===== src/rtl/mux_arb_n.sv =====
// Registered N-channel arbitrating multiplexer with valid/ready handshakes and a one-entry output register.
// Define MUX_ARB_RR_EN for round-robin arbitration; left undefined, the lowest-index valid channel wins.
//
// state | meaning
// EMPTY | output register holds no word (out_valid=0)
// FULL  | output register holds a word awaiting out_ready (out_valid=1)
module mux_arb_n #(
   parameter  int WIDTH    = 8,
   parameter  int CHANNELS = 4,
   localparam int SEL_W    = $clog2(CHANNELS)
) (
   input  logic                      clk,
   input  logic                      rst,
   input  logic [CHANNELS-1:0]       in_valid,
   input  logic [CHANNELS*WIDTH-1:0] in_data,
   output logic [CHANNELS-1:0]       in_ready,
   output logic                      out_valid,
   input  logic                      out_ready,
   output logic [WIDTH-1:0]          out_data,
   output logic [SEL_W-1:0]          out_sel
);

   typedef enum logic {
      EMPTY = 1'b0,
      FULL  = 1'b1
   } state_t;

   state_t            state;
   logic [SEL_W-1:0]  ptr;
   logic              can_load;
   logic              win_found;
   logic [SEL_W-1:0]  win_idx;
   logic [SEL_W-1:0]  cand;
   logic [WIDTH-1:0]  win_data;
   logic              load;
   logic [WIDTH-1:0]  ch_data [CHANNELS];

   for (genvar k = 0; k < CHANNELS; k++) begin : g_unpack
      assign ch_data[k] = in_data[k*WIDTH +: WIDTH];
   end

`ifndef MUX_ARB_RR_EN
   // Fixed priority: scanning always starts at channel 0.
   assign ptr = '0;
`endif

   assign out_valid = (state == FULL);
   assign can_load  = ~out_valid | out_ready;

   // Scan from ptr upwards, wrapping naturally since CHANNELS is a power of two.
   always_comb begin
      win_found = 1'b0;
      win_idx   = '0;
      cand      = '0;
      for (int i = 0; i < CHANNELS; i++) begin
         cand = ptr + SEL_W'(i);
         if (!win_found && in_valid[cand]) begin
            win_found = 1'b1;
            win_idx   = cand;
         end
      end
   end

   assign win_data = ch_data[win_idx];
   assign load     = win_found & can_load;

   always_comb begin
      in_ready = '0;
      if (load && !rst) begin
         in_ready[win_idx] = 1'b1;
      end
   end

   always_ff @(posedge clk) begin
      if (rst) begin
         state    <= EMPTY;
         out_data <= '0;
         out_sel  <= '0;
`ifdef MUX_ARB_RR_EN
         ptr      <= '0;
`endif
      end else begin
         case (state)
            EMPTY: begin
               if (load) begin
                  state <= FULL;
               end
            end
            FULL: begin
               if (out_ready && !win_found) begin
                  state <= EMPTY;
               end
            end
            default: state <= EMPTY;
         endcase
         // A load in FULL replaces the drained word on the same edge.
         if (load) begin
            out_data <= win_data;
            out_sel  <= win_idx;
`ifdef MUX_ARB_RR_EN
            ptr      <= win_idx + SEL_W'(1);
`endif
         end
      end
   end

endmodule


===== config.mk =====
export PLATFORM = sky130hd
export DESIGN_NAME = mux_arb_n
export DESIGN_NICKNAME = d
export VERILOG_FILES = /design/src/rtl/mux_arb_n.sv
export SDC_FILE = /design/constraint.sdc
export NUM_CORES = 1
export LEC_CHECK = 0
export ABC_CLOCK_PERIOD_IN_PS = 2800
export BUFFER_PORTS_ARGS = -buffer_cell sky130_fd_sc_hd__buf_4
export CELL_PAD_IN_SITES_DETAIL_PLACEMENT = 1
export CELL_PAD_IN_SITES_GLOBAL_PLACEMENT = 2
export CORE_MARGIN = 8
export CORE_UTILIZATION = 22
export CTS_BUF_LIST = sky130_fd_sc_hd__clkbuf_4
export DETAILED_ROUTE_END_ITERATION = 12
export HOLD_SLACK_MARGIN = 0.15
export PLACE_DENSITY_LB_ADDON = 0.2
export SLEW_MARGIN = 20
export SYNTH_ARGS = -nofsm -noshare
export SYNTH_HDL_FRONTEND = slang
export SYNTH_SLANG_ARGS = --single-unit

===== constraint.sdc =====
create_clock -name clk -period 2.8 [get_ports clk]
set_input_delay 0.56 -clock clk [delete_from_list [all_inputs] [get_ports clk]]
set_output_delay 0.56 -clock clk [all_outputs]
set_load 0.01 [all_outputs]

==> results of run 1 <==
[metrics by stage]
| stage | util, % | setup slack, ns |
|---|---|---|
| after detailed placement | 34.9 | 0.614 |
| after CTS | 35.9 | 0.614 |
| final | 35.9 | 0.647 |
| after floorplan | - | 0.821 |
| after global placement | 34.9 | 0.708 |
| after global routing | 35.9 | 0.573 |
[routing by layer]
layer | vias up | GRT usage (%) | routed length (µm)
met5 | - | 0 | 0
met4 | 0 | 6.21 | 67
met3 | 4 | 2.18 | 138
met2 | 23 | 17.6 | 1440
met1 | 397 | 11.1 | 1090
li1 | 439 | - | -
[cells in the final DEF, fill, tap and decap left out, drive strengths merged]
cell and instances:
dfxtp 11, a211oi 8, nor2 13, clkbuf 4, nor4b 1, nor2b 1
buf 54, nand2 10, a21oi 12, or2 1, nand3b 8, nand2b 1
nor4 3, inv 1, a221oi 8, nor3 1, a21o 2, nor3b 1
[registers in the layout, indices dropped and copies added, names as in the netlist]
signal	count
out_data	8
out_valid	1
out_sel	2
[worst max-delay path by stage]
stage | from | end | slack (ns)
after detailed placement | in_valid[2] | in_ready[3] | 0.61
after global placement | in_valid[2] | in_ready[3] | 0.71
after floorplan | in_valid[0] | in_ready[2] | 0.82
final | in_valid[2] | in_ready[3] | 0.65
after global routing | out_valid | in_ready[3] | 0.57
after CTS | out_valid | in_ready[3] | 0.61
[power groups by stage]
| stage | combinational [W] | sequential [W] | clock (W) |
|---|---|---|---|
| after floorplan | 0.0000636 | 0.000186 | 0 |
| after global placement | 0.000143 | 0.000180 | 0 |
| after detailed placement | 0.000145 | 0.000180 | 0 |
| after CTS | 0.000145 | 0.000176 | 0.000123 |
| after global routing | 0.000158 | 0.000178 | 0.000128 |
| final | 0.000143 | 0.000176 | 0.000116 |
[cell type report]
type	count	area [µm²]	area share, %
Multi-Input combinational cell	70	452	38.7
Timing Repair Buffer	54	405	34.7
Sequential cell	11	220	18.8
Tap cell	46	57.6	4.93
Clock buffer	4	30.0	2.57
Inverter	1	3.75	0.321
[cells by family (layout without fill, tap and decap cells)]
| family | after synthesis | in the layout | synth area share [%] |
|---|---|---|---|
| DFF | 11 | 11 | 30.4 |
| and+or+nand+nor | 40 | 40 | 29.0 |
| AOI/OAI and AO/OA | 30 | 30 | 33.3 |
| buffers and inverters | 8 | 59 | 7.25 |
[worst max-delay path, delay by kind of cell]
kind	cells	cell delay (ns)
AO/OA/AOI/OAI	1	0.24
buffers and inverters	2	0.37
AND/OR/NAND/NOR	2	0.43
==> metrics.txt, run 1 <==
Leakage 0.508 nW; leading cell types by count after synthesis 12 x nor2_1, 11 x dfxtp_1, 10 x nand2_1; CP max stage cell nor4_1; CTS Buf Count 3; Post-Synthesis Cells 89; first-pass GRT wire length 4.28 mm; Worst-Margin Slew approximately 0.51 ns; Cell Count Post-Placement 182; Mapped Nets approximately 130; Die Wd ~73 µm; hold_sp out_sel[0]; vias in the first global route 929; Tmin final between 2 and 2.5 ns; Final Skew about 0.00028 ns; Syn. warnings 0; Slew headroom around 66%; Slew Limit Fails 0; dominant cell by count in the synthesized netlist nor2_1; crit-path cells buf_4 > nor2_2 > a21o_2 > nor4_1 > buf_4; initial core utilization between 20% and 30%; CP Max Fanout 20; total vias in the final route 863; Max stage delay on crit path 0.33 ns; Non-Filler Instances between 150 and 200; top cell type's share of synthesized area 30.4%; FP Rows 21; CTS tree done; RSZ-0062 raised after global routing no; status complete, no violations; Clk pwr share 26.6%; DRC viols 0; area leader, netlist dfxtp_1; share of cells above drive strength 1 49.3%; Psw 0.000122 W; R2R Path End out_data[5]; Net count, final 180; register area share after synthesis 30.4%; clk sink count 11; ys async rst share 0%; Max VDD drop 0.0992 mV; # H-tree levels 1; Layout fillers 428; largest net degree at the start of global routing 21; Final period util approximately three quarters; Worst-Skew Late Latency 0.26 ns; n_diodes 0; Internal Pwr Total roughly 0.00031 W; Comb pwr share 32.8%; Sw Ratio 28.1%; Post-synth top flop dfxtp_1; Layout area overhead 61.3%; Critical Path Sink Type output pin; 1st-pass router iterations 4; WL final ~2.7 mm; number of flops mapped to enable cells by yosys 0; GP Congestion around 0.72; ANT nets after route 0; CP most frequent cell buf_4; power density over cell area ~370 nW/µm²; CTS clk-pin slew, worst paths 0.07 ns; hold_buf cts 0; # Max-Cap Violations 0; WL/cell 14.7 µm; Mapped Area 724 µm²; Post-CTS Resized 0; Syn Area/Cell between 8 and 9 µm²; Worst R2R Setup Slack 1.47 ns; Die Y around 73 µm; initial antenna violation count 0; Flop pwr share 40.5%; gr usage total 10.2%; WS Path Type primary input to output pin; Synth cell types 23; Setup Viol. Count Final 0; Startpoint Class primary input; worst hold stages 2; Final TNS setup 0 ns; CTS max path bufs 2; Hold EP out_sel[0]; DIE AREA roughly 5400 µm²; CORE AREA roughly 3300 µm²; gr ovfl total 0; total power 0.000434 W; CP arrival 1.59 ns; hold_ws 0.478 ns; I/O Buffers 53; reg2reg path depth 5; Critical R2R Launch out_valid; post-route cell area roughly 1200 µm²; maximum clock rate 464 MHz; Crit path required time approximately 2.2 ns; final number of hold-violating endpoints 0; DP Area 1140 µm²; Synth area leaders dfxtp_1 30%, a221oi_1 9.7%, a211oi_1 8.3%; Post-CTS Setup Inserts 0; worst min path class flop to flop; vias per inst 4.64; synthesized flop and latch total 11; root buf cell clkbuf_4; I/O pin total 54; Iter 0 DRT Violations 24
Note: power is estimated with default switching activity, not from simulation.
==> inputs of run 2 (changes only) <==
--- a/config.mk
+++ b/config.mk
@@ -5,12 +5,13 @@
 export SDC_FILE = /design/constraint.sdc
 export NUM_CORES = 1
 export LEC_CHECK = 0
-export ABC_CLOCK_PERIOD_IN_PS = 2800
+export ABC_AREA = 1
+export ABC_CLOCK_PERIOD_IN_PS = 1800
 export BUFFER_PORTS_ARGS = -buffer_cell sky130_fd_sc_hd__buf_4
 export CELL_PAD_IN_SITES_DETAIL_PLACEMENT = 1
 export CELL_PAD_IN_SITES_GLOBAL_PLACEMENT = 2
 export CORE_MARGIN = 8
-export CORE_UTILIZATION = 22
+export CORE_UTILIZATION = 18
 export CTS_BUF_LIST = sky130_fd_sc_hd__clkbuf_4
 export DETAILED_ROUTE_END_ITERATION = 12
 export HOLD_SLACK_MARGIN = 0.15
==> constraint.sdc (replaced) <==
create_clock -name clk -period 1.8 [get_ports clk]
set_input_delay 0.36 -clock clk [delete_from_list [all_inputs] [get_ports clk]]
set_output_delay 0.36 -clock clk [all_outputs]
set_load 0.01 [all_outputs]
==> metrics.txt, run 2 <==
worst hold stages 2 (unchanged); hold_ws 0.264 ns (-0.214 ns); Crit path required time 1.44 ns (-0.80 ns); clk sink count 11 (unchanged); DP Wirelength 2.92 mm; CP arrival 1.22 ns (-0.37 ns); Worst-Margin Slew 0.249 ns (-0.264 ns); FP Rows 26 (+24%); Die Y 88.8 µm (+21%); number of flops mapped to enable cells by yosys 0 (unchanged); Startpoint Class flop; Setup Viol. Count Final 0 (unchanged); ys async rst share 0% (unchanged); I/O pin total 54 (unchanged); vias per inst 3.77 (-19%); sequential cell area 220 µm² (unchanged); RSZ-0062 raised after global routing no; status complete, no violations; gr ovfl total 0 (unchanged); most frequent cells in the layout 59 x buf_4, 51 x nand2_1, 38 x inv_1; Final Skew 0.000592 ns (+0.000317 ns); # Max-Cap Violations 0 (unchanged); Tmin final 1.58 ns; root buf cell clkbuf_4; Flop pwr share 37.2% (-3.3 points); Final TNS setup 0 ns (unchanged); 1st-pass router iterations 3 (-1); WL final 3.46 mm (+26%); CP Max Fanout 4 (-80%); number of flip-flops under the largest register name 8 (unchanged); Iter 0 DRT Violations 40 (+67%); Syn Area/Cell 5.54 µm² (-32%); Largest Register out_data; synthesized flop and latch total 11 (unchanged); DR WL met2 1.64 mm (+13%); Mapped Area 953 µm² (+32%); final number of hold-violating endpoints 0 (unchanged); share of cells above drive strength 1 32.2% (-17 points); DR WL met3 206 µm (+49%); Non-Filler Instances 300 (+61%); maximum clock rate 632 MHz; DRC viols 0 (unchanged); GP Congestion 0.721 (+0.71%); Layout fillers 699 (+63%); worst setup path start out_valid; Comb pwr share 38.5% (+5.7 points); Die Wd 88.8 µm (+21%); WL met1 1.60 mm (+47%); Leakage 0.901 nW (+77%); Critical Path Sink Type output pin; CTS Buf Count 3 (unchanged); total vias in the final route 1,130 (+31%); Synth area leaders dfxtp_1 23%, nand2_1 20%, inv_1 15%; # H-tree levels 1 (unchanged); Worst R2R Setup Slack 0.70 ns (-0.77 ns); crit path to in_ready[2]; initial antenna violation count 0 (unchanged); Synth cell types 21 (-8.7%); Clk pwr share 24.3% (-2.3 points); largest net degree at the start of global routing 25 (+19%); first-pass GRT wire length 5.60 mm (+31%); vias in the first global route 1,216 (+31%); Critical R2R Launch out_valid; leading cell types by count after synthesis 51 x nand2_1, 38 x inv_1, 25 x nor2_1, 11 x a21oi_1, 11 x dfxtp_1; CTS tree done; Multi-input gate area 533 µm² (+18%); Top Metal Used met4; gr usage total 9.03% (-1.1 points); I/O Buffers 53 (unchanged); R2R Path End out_data[7]; DIE AREA 7880 µm² (+46%); Post-synth top flop dfxtp_1; Sw Ratio 31.7% (+3.6 points); Slew headroom 83.3% (+18 points); power density over cell area 507 nW/µm² (+36%); Cell Count Post-Placement 296 (+63%); register area share after synthesis 23.1% (-7.3 points); Internal Pwr Total 0.000508 W (+63%); CTS clk-pin slew, worst paths 0.07 ns (about the same); Post-CTS Setup Inserts 0 (unchanged); WL/cell 11.5 µm (-22%); Net count, final 270 (+50%); WS Path Type flop to output pin; area leader, netlist dfxtp_1; dominant cell by count in the synthesized netlist nand2_1; ANT nets after route 0 (unchanged); Syn. warnings 0 (unchanged); reg2reg path depth 7 (+2); initial core utilization 18.7% (-3.6 points); CTS max path bufs 2 (unchanged); hold_buf cts 0 (unchanged); Max VDD drop 0.166 mV (+67%); Psw 0.000236 W (+93%); n_diodes 0 (unchanged); Slew Limit Fails 0 (unchanged); Final period util 87.8%; top cell type's share of synthesized area 23.1% (-7.3 points); CORE AREA 5110 µm² (+57%); Mapped Nets 211 (+65%); Post-Synthesis Cells 172 (+93%); Layout area overhead 53.9%; most common cell after layout, fill and taps aside buf_4; Post-CTS Resized 0 (unchanged); worst min path class primary input to flop; Worst-Skew Late Latency 0.26 ns (about the same)
run 2: worst min-delay path by stage:
stage	start	endpoint	slack [ns]
finish	rst	out_valid	0.26
global route	rst	out_valid	0.27
global placement	out_sel[0]	out_sel[0]	0.48
floorplan	rst	out_sel[0]	0.43
detailed placement	out_sel[0]	out_sel[0]	0.47
CTS	rst	out_valid	0.25
run 2: metrics by stage:
stage,instance area (µm²),power [W],util [%],setup slack (ns)
finish,1470,0.000744,28.7,0.219
global route,1470,0.000802,28.7,0.0861
CTS,1470,0.000762,28.7,0.192
detailed placement,1440,0.000577,28.1,0.205
global placement,1440,0.000574,28.1,0.229
floorplan,953,0.000428,-,0.299
run 2: critical path, cell delays in order (launching register included):
cell and delay [ns]:
dfxtp_1 0.31, nand2_1 0.09, nand2_2 0.07, inv_2 0.07
nand2_4 0.05, nor4_1 0.19, buf_4 0.17
run 2: cell type report:
| type | instances | share of cell area, % |
|---|---|---|
| inverter | 41 | 10.5 |
| multi-input combinational | 115 | 36.3 |
| tap | 70 | 5.97 |
| sequential | 11 | 15.0 |
| clock buffer | 4 | 2.05 |
| timing repair buffer | 59 | 30.2 |
run 2: layer usage:
metal,up-vias,GRT usage (%)
li1,621,-
met1,475,11.2
met2,32,15.2
met3,2,1.49
met4,0,3.23
met5,-,0
run 2: power by group through the flow:
stage          Clock [W]  Combinational, W  Sequential (W)
2_1_floorplan          0          0.000137        0.000292
4_1_cts         0.000189          0.000295        0.000277
6_report        0.000181          0.000286        0.000277
3_3_place_gp           0          0.000292        0.000283
3_5_place_dp           0          0.000294        0.000283
5_1_grt         0.000195          0.000327        0.000280
run 2: cells by family after synthesis:
family | synth area share, %
simple gates | 43.7
buf+inv | 21.0
flops | 23.1
compound gates | 12.2
